### config.mk
export PLATFORM = sky130hd
export DESIGN_NAME = serial_to_parallel_collector
export DESIGN_NICKNAME = d
export VERILOG_FILES = /design/src/rtl/serial_to_parallel_collector.sv
export SDC_FILE = /design/constraint.sdc
export NUM_CORES = 1
export LEC_CHECK = 0
export ABC_AREA = 1
export BUFFER_PORTS_ARGS = -buffer_cell sky130_fd_sc_hd__buf_2
export CORE_UTILIZATION = 45
export CTS_CLUSTER_SIZE = 8
export DETAILED_ROUTE_END_ITERATION = 8
export PLACE_DENSITY = 0.7
export SYNTH_ARGS = -nofsm -noshare
export SYNTH_HDL_FRONTEND = slang
export SYNTH_SLANG_ARGS = --single-unit
### constraint.sdc
create_clock -name clk -period 4.7 [get_ports clk]
set_input_delay 0.235 -clock clk [delete_from_list [all_inputs] [get_ports clk]]
set_output_delay 0.235 -clock clk [all_outputs]
set_load 0.01 [all_outputs]
### src/rtl/serial_to_parallel_collector.sv
// serial_to_parallel_collector: rebuilds LSB-first serial words and queues them in a small FIFO
module serial_to_parallel_collector #(
    parameter int WIDTH = 4,
    parameter int DEPTH = 2
) (
    input  logic             clk,
    input  logic             reset_n,
    input  logic             serial_i,
    input  logic             bit_valid_i,
    output logic [WIDTH-1:0] parallel_o,
    output logic             valid_o,
    input  logic             ready_i,
    output logic             frame_err_o,
    output logic             overflow_o,
    input  logic             clr_ovf_i,
    output logic             busy_o
);
    localparam int CW = $clog2(WIDTH) + 1;
    localparam int AW = $clog2(DEPTH);

    logic [CW-1:0]    r_cnt;
    logic [WIDTH-1:0] r_shift;
    logic [WIDTH-1:0] r_mem [DEPTH];
    logic [AW-1:0]    r_wp;
    logic [AW-1:0]    r_rp;
    logic [AW:0]      r_count;
    logic [WIDTH-1:0] r_par;
    logic             r_valid;
    logic             r_ferr;
    logic             r_ovf;
    logic             r_busy;

    logic             w_last;
    logic [WIDTH-1:0] w_word;
    logic             w_pop;
    logic             w_acc;
    logic             w_drop;
    logic [CW-1:0]    w_cnt_nxt;
    logic [AW:0]      w_count_nxt;
    logic [AW-1:0]    w_rp_nxt;
    logic [WIDTH-1:0] w_head;

    assign w_last      = bit_valid_i && (r_cnt == CW'(WIDTH - 1));
    assign w_word      = {serial_i, r_shift[WIDTH-2:0]};
    assign w_pop       = r_valid && ready_i;
    assign w_acc       = w_last && ((r_count < (AW+1)'(DEPTH)) || w_pop);
    assign w_drop      = w_last && !w_acc;
    assign w_cnt_nxt   = (!bit_valid_i || w_last) ? '0 : r_cnt + CW'(1);
    assign w_count_nxt = r_count + (AW+1)'(w_acc) - (AW+1)'(w_pop);
    assign w_rp_nxt    = r_rp + AW'(w_pop);
    // When the only entry left after this edge is the word being pushed, it is not in memory yet
    assign w_head      = (r_count == (AW+1)'(w_pop)) ? w_word : r_mem[w_rp_nxt];

    assign parallel_o  = r_par;
    assign valid_o     = r_valid;
    assign frame_err_o = r_ferr;
    assign overflow_o  = r_ovf;
    assign busy_o      = r_busy;

    // Word storage: data only, so it carries no reset
    always_ff @(posedge clk) begin
        if (w_acc) r_mem[r_wp] <= w_word;
    end

    // Bit collection, FIFO bookkeeping and registered status outputs
    always_ff @(posedge clk or negedge reset_n) begin
        if (!reset_n) begin
            r_cnt   <= '0;
            r_shift <= '0;
            r_wp    <= '0;
            r_rp    <= '0;
            r_count <= '0;
            r_par   <= '0;
            r_valid <= 1'b0;
            r_ferr  <= 1'b0;
            r_ovf   <= 1'b0;
            r_busy  <= 1'b0;
        end else begin
            if (bit_valid_i) r_shift[r_cnt[CW-2:0]] <= serial_i;
            r_cnt   <= w_cnt_nxt;
            r_busy  <= w_cnt_nxt != '0;
            r_ferr  <= !bit_valid_i && (r_cnt != '0);
            r_wp    <= r_wp + AW'(w_acc);
            r_rp    <= w_rp_nxt;
            r_count <= w_count_nxt;
            r_valid <= w_count_nxt != '0;
            r_par   <= (w_count_nxt != '0) ? w_head : r_par;
            r_ovf   <= w_drop || (r_ovf && !clr_ovf_i);
        end
    end
endmodule
-- Word-level counts from Yosys, hierarchy flattened
Memory sizes are Yosys's and may differ from the RTL's.
Cells that the tools add are included.
- equality and inequality tests: 2
- add/sub/neg operators: 5
- muxes and demuxes: 7
- magnitude comparators: 3
- reductions and logical operators: 16
- operator list (operator ; number):
    1-bit logical AND ; 7
    3-bit nonzero test ; 2
    4-bit bitwise mux ; 1
    4-bit two-way mux ; 1
    3-bit by 1-bit adder with 3-bit output, second input constant ; 1
    3-bit by 2-bit equality test with 1-bit output, second input constant ; 1
    1-bit zero test ; 3
    1-bit logical OR ; 3
    2-bit by 3-bit less-than comparator with 1-bit output, second input constant ; 1
    1-bit two-way mux ; 3
    3-bit two-way mux ; 1
    1-bit adder ; 2
    2-bit by 1-bit adder with 2-bit output ; 1
    1-bit demux with 2-bit select ; 1
    2-bit by 1-bit equality test with 1-bit output ; 1
    2-bit by 1-bit >= comparator with 1-bit output, second input constant ; 1
    2-bit less-than comparator, second input constant ; 1
    2-bit nonzero test ; 1
    2-bit by 1-bit subtractor with 2-bit output ; 1
- output and inout bits: 8
- bits in writable memories: 8
- register bits after elaboration: 19
- memories kept: 1
- bits of input ports: 6
- memory list (name ; depth ; bits a word ; rd ports ; clocked after Yosys merged registers in ; wr ports ; line ; text):
    r_mem ; 2 ; 4 ; 1 ; 0 ; 1 ; 23 ; logic [WIDTH-1:0] r_mem [DEPTH];

-- Depth between registers and ports, before layout
Gate-level depths: netlist (run 1).
- depth in word-level cells: 6
- mapped depth: 17

-- Least setup slack after synthesis (run 1)
OpenSTA, ideal clock, no wires.
- path kind: register to register
- start: register r_cnt[0]
- end: register r_par[0], in the netlist parallel_o[0]
- arrival: 1811 ps
- clock period less this slack: 1929 ps
- data required time: 4582 ps
- cell stages (with the launch flop): 18
- path slack: 2771 ps
- cell sequence: dfrtp_1 -> ha_1 -> ha_1 -> nand2_4 -> inv_1 -> nand2_1 -> inv_1 -> nand2_1 -> nand2_1 -> ha_1 -> inv_1 -> nand2_1 -> nand2_1 -> nand2_2 -> nand3b_4 -> inv_2 -> nand2_1 -> nand2_1
- longest elaborated chain between the ends: 6
- RTL lines (what ; line ; text):
    from (decl) ; 21 ; logic [CW-1:0] r_cnt;
    from (signal assigned) ; 80 ; r_cnt <= w_cnt_nxt;
    3-bit by 2-bit equality test with 1-bit output ; 43 ; assign w_last = bit_valid_i && (r_cnt == CW'(WIDTH - 1));
    1-bit logical AND ; 43 ;
    1-bit logical AND ; 46 ; assign w_acc = w_last && ((r_count < (AW+1)'(DEPTH)) || w_pop);
    2-bit by 1-bit adder with 2-bit output ; 49 ; assign w_count_nxt = r_count + (AW+1)'(w_acc) - (AW+1)'(w_pop);
    2-bit by 1-bit subtractor with 2-bit output ; 49 ;
    2-bit nonzero test ; 87 ; r_par <= (w_count_nxt != '0) ? w_head : r_par;
    to (signal assigned) ; 87 ;
    to (decl) ; 27 ; logic [WIDTH-1:0] r_par;
Every way passes these cells.
A chain may end at the register's enable or synchronous reset.

-- Worst setup path in the final report (run 1)
- start: register r_cnt[0]
- end: register r_par[3], in the netlist parallel_o[3]
The elaborated chain is that of the path after synthesis.

==> impl_metrics.ini, run 1 <==
[worst_setup_path]
cp_top_family = simple AND/OR/NAND/NOR gates
end_kind = register
critical_path_buf_inv_count = 4
worstSetupPathType = reg -> reg
crit_chain = ha_1 > ha_1 > nand2_4 > inv_1 > nand2_1 > inv_1 > nand2_1 > nand2_1 > ha_1 > inv_1 > nand2_1 > nand2_1 > nand2_2 > nand3b_4 > inv_2 > nand2_1 > nand2_1
cp_max_fo = 6
cp_common_cell = nand2_1
slowest_delay_ns = 0.44
cp.required_ns = 4.94
slowest_stage = dfrtp_1
worstPathArrival_ns = 2.34
r2r_slack_ns = 2.60
worstSetupStartpointType = register

[job]
cap_viol_max_count = 0

[place]
dp_cells = 165
io_buffers = 13
gp_congestion = 0.783
place.detailed.hpwl_um = 1580

[sta]
slew_viol_final = 0
skew_ns = 0.00639
hold-worst-slack_ns = 0.0795
worst_pin_slew_ns = 0.419
fin_crit_sh = 0.447
finalSetupTns_ns = 0
relSlewSlack = 0.721
fmax_ghz = 0.476
hold_viol_final = 0
setup_viol = 0
rsz0062_at_grt = false
period_needed_ns = 2.10

[finish]
drive_gt1_frac = 0.179
antenna_cells = 0
instances_no_fill = 170
areaGrowthSynthToFinish_pct = 12.8
fin_nets = 154

[global_route]
grt-ovfl-total = 0
grt_pass1_vias = 786
antenna_found_initial = 0
grt_first_pass_wirelength_um = 3480
track_usage = 0.174
grt_start_max_net_pins = 19

[pwr]
seqPwrFrac = 0.431
p_clk_frac = 0.201
vdd_drop_max_v = 0.000350
power_density_mw_per_mm2 = 568
leakagePower_nw = 0.706
combPwrFrac = 0.368
p_switching_mw = 0.282
swShare = 0.366
internal_power_mw = 0.489

[logic_synthesis]
synth_top_area_cell = dfrtp_1
synth_compound_gate_area_share = 0.0374
syn_area_mm2 = 0.00120
synth_edf_count = 8
synth_ff_type = dfrtp_1
synthMuxAreaShare = 0
synth-xor-area-share = 0
yosysMostFrequentCell = nand2_1
ys_top_cells_by_area = dfrtp_1 (37%), edfxtp_1 (20%), nand2_1 (11%)
ys_types = 19
postSynthAreaPerCell_um2 = 9.79
synth_seq_area_share = 0.574
ys_ff_latch = 26
syn_inst = 123
synth_top_family_by_area = simple AND/OR/NAND/NOR gates
synth_common_cells = nand2_1 (34), dfrtp_1 (18), inv_1 (16), nand3_1 (15), edfxtp_1 (8)
synth_warnings = 0
synth_nets = 136
postSynth.asyncResetShare = 0.692
synth_top_area_frac = 0.374
synth_simple_gate_area_frac = 0.251
synth-adder-area-share = 0.0728

[detailed_routing]
post_drt_via_cell_ratio = 4.97
avgRoutedWirePerCell_um = 12.1
routed_wl_um = 2060
first_pass_iters = 4
drc_errors = 0
route.vias.total = 845
ant_nets = 0
drt_iter0_drc = 7

[floorplan]
core-area_mm2 = 0.00250
initial_core_util = 0.481
die_y_um = 53.7
dieWidth_um = 53.7
dieArea_mm2 = 0.00289
num_rows = 18
io_pins = 14

[clocking]
cts_max_path_buffers = 2
root_buffer = clkbuf_4
path_clk_slew_ns = 0.15
cts_tree = done
cts_made_buffers = 3
clk_latency_ns = 0.33
ctsHtreeMaxLevel = 1
clock-sinks = 26

[min_path]
hp-class = in -> reg

[run_status]
status = finished, final reports clean
## cell usage in the layout (no fill, tap or decap)
| cell | n |
|---|---|
| and2_2 | 1 |
| nand2_1 | 34 |
| nand3_1 | 15 |
| nand3b_1 | 2 |
| nand2_2 | 3 |
| nand2_4 | 1 |
| dlygate4sd3_1 | 1 |
| buf_2 | 13 |
| nor3_1 | 1 |
| clkbuf_4 | 3 |
| ha_1 | 7 |
| a31oi_1 | 3 |
| or3_1 | 1 |
| edfxtp_1 | 8 |
| inv_1 | 16 |
| inv_2 | 2 |
| a21oi_1 | 4 |
| nor2_1 | 4 |
| o22ai_1 | 1 |
| dfrtp_1 | 18 |
| nand3b_4 | 1 |
| bufinv_16 | 1 |
## path summary, 6_finish.rpt
path,startpoint,endpoint,cells after the start
worst min-delay path,clr_ovf_i,overflow_o$_DFF_PN0_,2
worst max register to register,r_cnt[0]$_DFF_PN0_,parallel_o[3]$_DFFE_PN0P_,17
worst min register to register,parallel_o[3]$_DFFE_PN0P_,parallel_o[3]$_DFFE_PN0P_,2
worst max-delay path,r_cnt[0]$_DFF_PN0_,parallel_o[3]$_DFFE_PN0P_,17
min in group asynchronous,reset_n,parallel_o[3]$_DFFE_PN0P_,2
max in group asynchronous,reset_n,r_cnt[0]$_DFF_PN0_,2
## kinds of logic after synthesis
| kind of cell | after synthesis |
|---|---|
| AO/OA/AOI/OAI | 8 |
| adder cells (fa/ha/maj) | 7 |
| buffers and inverters | 19 |
| flip-flops | 26 |
| AND/OR/NAND/NOR | 63 |
## metal layers
metal | track usage | vias to the layer above | routed length [um]
met5 | 0 | - | 0
met4 | 0.0132 | 0 | 0
met3 | 0.0593 | 0 | 89
met2 | 0.294 | 12 | 1020
met1 | 0.223 | 396 | 947
li1 | - | 437 | -
## per-stage QoR
step,utilization,instance area [um^2],setup slack (ns),power [mW]
floorplan,-,1200,2.77,0.542
global placement,0.518,1290,2.68,0.612
detailed placement,0.518,1290,2.58,0.622
CTS,0.543,1360,2.56,0.779
global route,0.543,1360,2.37,0.845
finish,0.543,1360,2.60,0.771
## area by class of cell
cell class	instances	area, um^2
tap	30	37.5
clock buffer	3	22.5
sequential	26	691
inverter	18	67.6
timing repair buffer	14	75.1
multi-input combinational	78	434
fill	228	1140
clock inverter	1	30.0
## timing repair
item,in CTS,in global routing
gates resized for setup,0,0
hold buffers,1,0
hold endpoints to repair,18,0
setup buffers,0,0
## power groups by stage
stage	combinational (mW)	sequential [mW]	clock, mW
6_report	0.284	0.332	0.155
2_1_floorplan	0.203	0.339	0
3_3_place_gp	0.277	0.336	0
4_1_cts	0.287	0.333	0.159
5_1_grt	0.339	0.341	0.165
3_5_place_dp	0.285	0.338	0
## registers in the layout, summed over array words and instances (netlist names)
register and cells:
busy_o 1, frame_err_o 1, overflow_o 1, parallel_o 4, r_cnt 3, r_count 2
r_mem 8, r_rp 1, r_shift 3, r_wp 1, valid_o 1
Note: power is estimated with default switching activity, not from simulation.
==> run 2, diff against run 1 <==
Settings changed: PLACE_DENSITY 0.7 to 0.73.
Clock period 4.7 ns to 1.9 ns, I/O delays scaled along.
==> run 2 against run 1 <==
  * The run now ends with setup timing left
  * Register-to-register slack got worse by 2.6 ns
  * Clock-buffer cell count did not move
  * Global-route usage is 1.6 points higher
  * Final cell count is 10% higher
  * Total power rose to 2.6 times the previous value
  * Final area increased by 13%
  * First-iteration DRC count grew 100%
  * Critical path depth fell by 4
  * Clock power up 150%
  * Via count grew 13%
  * Clock skew shrank 0.0014 ns
  * Sequential share of layout area down 5.8 points
  * Largest power group is now combinational cells
==> impl_metrics.ini, run 2 (same netlist as run 1, synthesis figures left out) <==
[detailed_routing]
post_drt_via_cell_ratio = 5.13
route.vias.total = 959
ant_nets = 0
drt_iter0_drc = 14
routed_wl_um = 2380
first_pass_iters = 4
avgRoutedWirePerCell_um = 12.7
drc_errors = 0

[floorplan]
initial_core_util = 0.481
num_rows = 18
die_y_um = 53.7
dieWidth_um = 53.7
core-area_mm2 = 0.00250
io_pins = 14
dieArea_mm2 = 0.00289

[clocking]
cts_tree = done
cts_made_buffers = 3
clk_latency_ns = 0.33
clock-sinks = 26
cts_max_path_buffers = 2
ctsHtreeMaxLevel = 1
root_buffer = clkbuf_4
path_clk_slew_ns = 0.14

[finish]
final_common_cell = nand2_1
postLayoutCoreUtil = 0.613
areaGrowthSynthToFinish_pct = 27.3
drive_gt1_frac = 0.331
layout_common_cells = nand2_1 (29), dfrtp_1 (18), nand3_1 (15), buf_4 (15)
antenna_cells = 0
fin_nets = 171
regMostFlops = r_mem
largest_register_ffs = 8

[sta]
setup_viol = 4
period_needed_ns = 1.93
hold-worst-slack_ns = 0.0465
relSlewSlack = 0.711
fmax_ghz = 0.517
worst_pin_slew_ns = 0.433
rsz0062_at_grt = true
worst_slack_ns = -0.0342
slew_viol_final = 0
fin_crit_sh = 1.02
skew_ns = 0.00503
hold_viol_final = 0

[global_route]
grt_pass1_vias = 872
track_usage = 0.190
grt_first_pass_wirelength_um = 3820
antenna_found_initial = 0
grt_start_max_net_pins = 19
grt-ovfl-total = 0

[place]
place.detailed.hpwl_um = 1680
io_buffers = 13
gp_congestion = 0.834

[run_status]
status = complete, but fails checks
violations = setup timing

[worst_setup_path]
r2r_cells = 13
cp.required_ns = 2.14
cp_max_fo = 6
worstSetupStartpointType = register
end_kind = register
worstPathArrival_ns = 2.17
worstSetupPathType = reg -> reg

[pwr]
vdd_drop_max_v = 0.000745
leakagePower_nw = 0.783
power_density_mw_per_mm2 = 1330

[job]
cap_viol_max_count = 0

[min_path]
hp-class = in -> reg
holdPathStages = 2
run 2: changes by cell type in the layout (fill, tap and decap cells not counted), sizes merged:
cell	delta
dlygate4sd3	+2
buf	+15
run 2: path summary, 6_finish.rpt:
path,startpoint,to,slack [ns]
setup / recovery,r_cnt[0]$_DFF_PN0_,parallel_o[1]$_DFFE_PN0P_,-0.03
hold / removal,bit_valid_i,frame_err_o$_DFF_PN0_,0.05
setup reg to reg,r_cnt[0]$_DFF_PN0_,parallel_o[1]$_DFFE_PN0P_,-0.03
hold reg to reg,parallel_o[3]$_DFFE_PN0P_,parallel_o[3]$_DFFE_PN0P_,0.49
max in group asynchronous,reset_n,r_cnt[0]$_DFF_PN0_,1.38
min in group asynchronous,reset_n,parallel_o[2]$_DFFE_PN0P_,0.22
run 2: layer usage:
| metal | part of all wire | global-route usage | wire (um) |
|---|---|---|---|
| met5 | 0 | 0 | 0 |
| met4 | 0.014 | 0.0658 | 34 |
| met3 | 0.032 | 0.0339 | 77 |
| met2 | 0.55 | 0.342 | 1310 |
| met1 | 0.40 | 0.225 | 950 |
run 2: metrics by stage:
stage,total power [mW],TNS [ns],setup WS [ns],cells,cell area (um^2)
after detailed placement,1.57,-0.512,-0.133,173,1360
after floorplan,1.34,0,0.0127,123,1210
final,2.03,-0.104,-0.0342,187,1530
after CTS,1.99,-0.0199,-0.00807,185,1500
after global routing,2.18,-0.587,-0.147,187,1530
after global placement,1.53,-0.222,-0.0583,173,1360
run 2: timing repair:
action	in CTS	in global routing
setup endpoints to repair	4	9
cloned	0	0
pin swaps	7	7
hold buffers	3	0
gates resized for setup	7	8
setup buffers	5	2
hold endpoints to repair	21	0
run 2: area by class of cell:
class	instances	area [um^2]
inverters	18	72.6
flip-flops and latches	26	691
fillers	203	967
multi-input cells	78	472
repair buffers	31	208
clock buffers	3	22.5
clock inverters	1	30.0
well taps	30	37.5
run 2: power by group:
| group | switching [mW] | total (mW) | internal [mW] |
|---|---|---|---|
| Sequential | 0.0955 | 0.817 | 0.721 |
| Combinational | 0.490 | 0.832 | 0.342 |
| Clock | 0.170 | 0.383 | 0.214 |
run 2: critical path: stages, from the launching register on:
cell,delay [ns]
dfrtp_1,0.41
ha_2,0.20
ha_4,0.17
nand2_4,0.09
nand3_1,0.11
nand2_1,0.10
ha_2,0.20
inv_2,0.05
nand2_1,0.07
nand2_1,0.07
nand2_2,0.08
nand3b_4,0.12
nand3_1,0.11
nand2_1,0.06
==> run 3, diff against run 2 <==
Settings changed: ABC_AREA 1 to not set, GPL_ROUTABILITY_DRIVEN set to 0, PLACE_DENSITY 0.73 to 0.67.
==> run 3 against run 2 <==
  * The run still ends with setup timing left
  * Total power is 6.3% lower
  * Synthesized cell count is 16% lower
  * Non-clock buffer count down 4
  * Synthesized area rose by 1.9%
  * Die area increased by 1.8%
  * Utilization down 1.9 points
  * Clock-buffer cell count is the same
  * Register-to-register slack worse by 0.29 ns
  * Clock power fell by 37%
==> impl_metrics.ini, run 3 <==
[logic_synthesis]
synth_simple_gate_area_frac = 0.118
postSynth.asyncResetShare = 0.692
ys_top_cells_by_area = dfrtp_1 (37%), edfxtp_1 (20%), ha_1 (7.1%)
synthMuxAreaShare = 0.0633
synth-xor-area-share = 0.00714
synth_warnings = 0
yosysMostFrequentCell = dfrtp_1
synth_nets = 116
ys_ff_latch = 26
ys_types = 35
postSynthAreaPerCell_um2 = 11.9
synth-adder-area-share = 0.0714
synth_edf_count = 8
synth_top_family_by_area = compound AO/OA/AOI/OAI gates
synth_common_cells = dfrtp_1 (18), inv_1 (9), edfxtp_1 (8), ha_1 (7), nand3_1 (6)
syn_inst = 103
synth_ff_type = dfrtp_1
syn_area_mm2 = 0.00123
synth_seq_area_share = 0.563
synth_compound_gate_area_share = 0.132
synth_top_area_frac = 0.367
synth_top_area_cell = dfrtp_1

[floorplan]
io_pins = 14
dieWidth_um = 54.2
dieArea_mm2 = 0.00294
initial_core_util = 0.486
die_y_um = 54.2
core-area_mm2 = 0.00252
num_rows = 18

[global_route]
grt_start_max_net_pins = 19
grt-ovfl-total = 0
antenna_found_initial = 0
track_usage = 0.169
grt_pass1_vias = 784
grt_first_pass_wirelength_um = 3460

[worst_setup_path]
slowest_stage = dfrtp_1
cp_common_cell = ha_2
cp_max_fo = 4
worstSetupStartpointType = register
crit_chain = ha_2 > ha_4 > nand2_4 > nand3_2 > o21ai_2 > ha_2 > xor2_2 > nand4_1 > a21oi_4 > mux2_4
critical_path_buf_inv_count = 0
cp.required_ns = 2.12
r2r_cells = 10
worstSetupPathType = reg -> reg
r2r_slack_ns = -0.32
r2r-end = parallel_o[0]$_DFFE_PN0P_
slowest_delay_ns = 0.42
end_kind = register
reg2reg_from = r_cnt[0]$_DFF_PN0_
cp_top_family = adder cells
worstPathArrival_ns = 2.44

[detailed_routing]
route.vias.total = 831
first_pass_iters = 4
drt_iter0_drc = 17
post_drt_via_cell_ratio = 5.19
avgRoutedWirePerCell_um = 13.5
routed_wl_um = 2160
ant_nets = 0
drc_errors = 0

[finish]
largest_register_ffs = 8
instances_no_fill = 160
antenna_cells = 0
drive_gt1_frac = 0.315
fill_cells = 213
areaGrowthSynthToFinish_pct = 22.2
fin_nets = 144
regMostFlops = r_mem
multi_input_comb_area_um2 = 536
final_common_cell = dfrtp_1
layout_common_cells = dfrtp_1 (18), buf_2 (13), buf_4 (12), inv_1 (9), edfxtp_1 (8)
ff_latch_area_um2 = 691

[sta]
relSlewSlack = 0.725
slew_viol_final = 0
worst_pin_slew_ns = 0.412
worst_slack_ns = -0.323
fmax_ghz = 0.450
setup_viol = 6
rsz0062_at_grt = true
hold_viol_final = 0
finalSetupTns_ns = -1.49
skew_ns = 0.00522
period_needed_ns = 2.22
fin_crit_sh = 1.17

[min_path]
hp-class = in -> reg
holdPathStages = 1
holdPathEnd = r_mem[0][3]$_DFFE_PP_
min_from = serial_i

[pwr]
internal_power_mw = 1.24
vdd_drop_max_v = 0.000795
combPwrFrac = 0.447
leakagePower_nw = 0.671
swShare = 0.349
p_switching_mw = 0.665
power_density_mw_per_mm2 = 1270
p_clk_frac = 0.127
seqPwrFrac = 0.426

[place]
place.detailed.hpwl_um = 1600
dp_cells = 153
io_buffers = 13

[run_status]
violations = setup timing
status = complete, but fails checks

[clocking]
cts_made_buffers = 3
path_clk_slew_ns = 0.14
ctsHtreeMaxLevel = 1
cts_max_path_buffers = 2
root_buffer = clkbuf_4
cts_tree = done
clock-sinks = 26
clk_latency_ns = 0.32

[job]
cap_viol_max_count = 0
-- run 3: timing repair --
action,in CTS,in global routing
resized for setup,0,2
hold endpoints to repair,19,0
endpoints found under the setup margin,5,6
buffers inserted,0,1
pin swaps,0,5
hold buffers,2,0
-- run 3: worst max-delay path by stage --
| stage | start | to | slack [ns] | cells after the start |
|---|---|---|---|---|
| floorplan | r_cnt[0]$_DFF_PN0_ | parallel_o[0]$_DFFE_PN0P_ | -0.22 | 10 |
| global placement | r_cnt[0]$_DFF_PN0_ | parallel_o[1]$_DFFE_PN0P_ | -0.20 | 10 |
| detailed placement | r_cnt[1]$_DFF_PN0_ | parallel_o[0]$_DFFE_PN0P_ | -0.26 | 10 |
| CTS | r_cnt[1]$_DFF_PN0_ | parallel_o[0]$_DFFE_PN0P_ | -0.29 | 10 |
| global route | r_cnt[0]$_DFF_PN0_ | parallel_o[0]$_DFFE_PN0P_ | -0.42 | 10 |
| finish | r_cnt[0]$_DFF_PN0_ | parallel_o[0]$_DFFE_PN0P_ | -0.32 | 10 |
-- run 3: layout make-up --
type / count / share of cell area
Clock buffer: 3 / 0.0150
Timing Repair Buffer: 27 / 0.117
Tap cell: 30 / 0.0250
Multi-Input combinational cell: 64 / 0.357
Inverter: 9 / 0.0225
Sequential cell: 26 / 0.461
Clock inverter: 1 / 0.00250
-- run 3: logic make-up (layout without fill, tap and decap cells) --
kind of cell             count (synthesis)  in the layout
flip-flops                              26             26
buffers and inverters                   13             40
AND/OR/NAND/NOR                         26             26
AO/OA/AOI/OAI                           23             23
multiplexers                             7              7
adder cells (fa/ha/maj)                  7              7
XOR/XNOR                                 1              1
-- run 3: power by group through the flow --
stage                     sequential [mW]  combinational [mW]  clock [mW]
final                               0.812               0.851       0.242
after global routing                0.833               0.937       0.261
after CTS                           0.810               0.821       0.246
after detailed placement            0.821               0.817           0
after global placement              0.820               0.788           0
after floorplan                     0.832               0.559           0
-- run 3: through the flow --
step	hold slack [ns]	utilization	power [mW]	setup WS (ns)	cell area, um^2
floorplan	-0.201	-	1.39	-0.218	1270
global placement	0.0487	0.568	1.61	-0.203	1430
detailed placement	0.0523	0.568	1.64	-0.258	1430
CTS	0.0414	0.587	1.88	-0.286	1480
global route	0.0341	0.594	2.03	-0.423	1500
finish	0.0425	0.594	1.90	-0.323	1500
-- run 3: routing by layer --
| metal | global-route usage | vias to the layer above | part of all wire |
|---|---|---|---|
| met3 | 0.0254 | 2 | 0.027 |
| met2 | 0.270 | 15 | 0.47 |
| li1 | - | 421 | - |
| met4 | 0.0641 | 0 | 0.0060 |
| met1 | 0.229 | 393 | 0.49 |
| met5 | 0 | - | 0 |
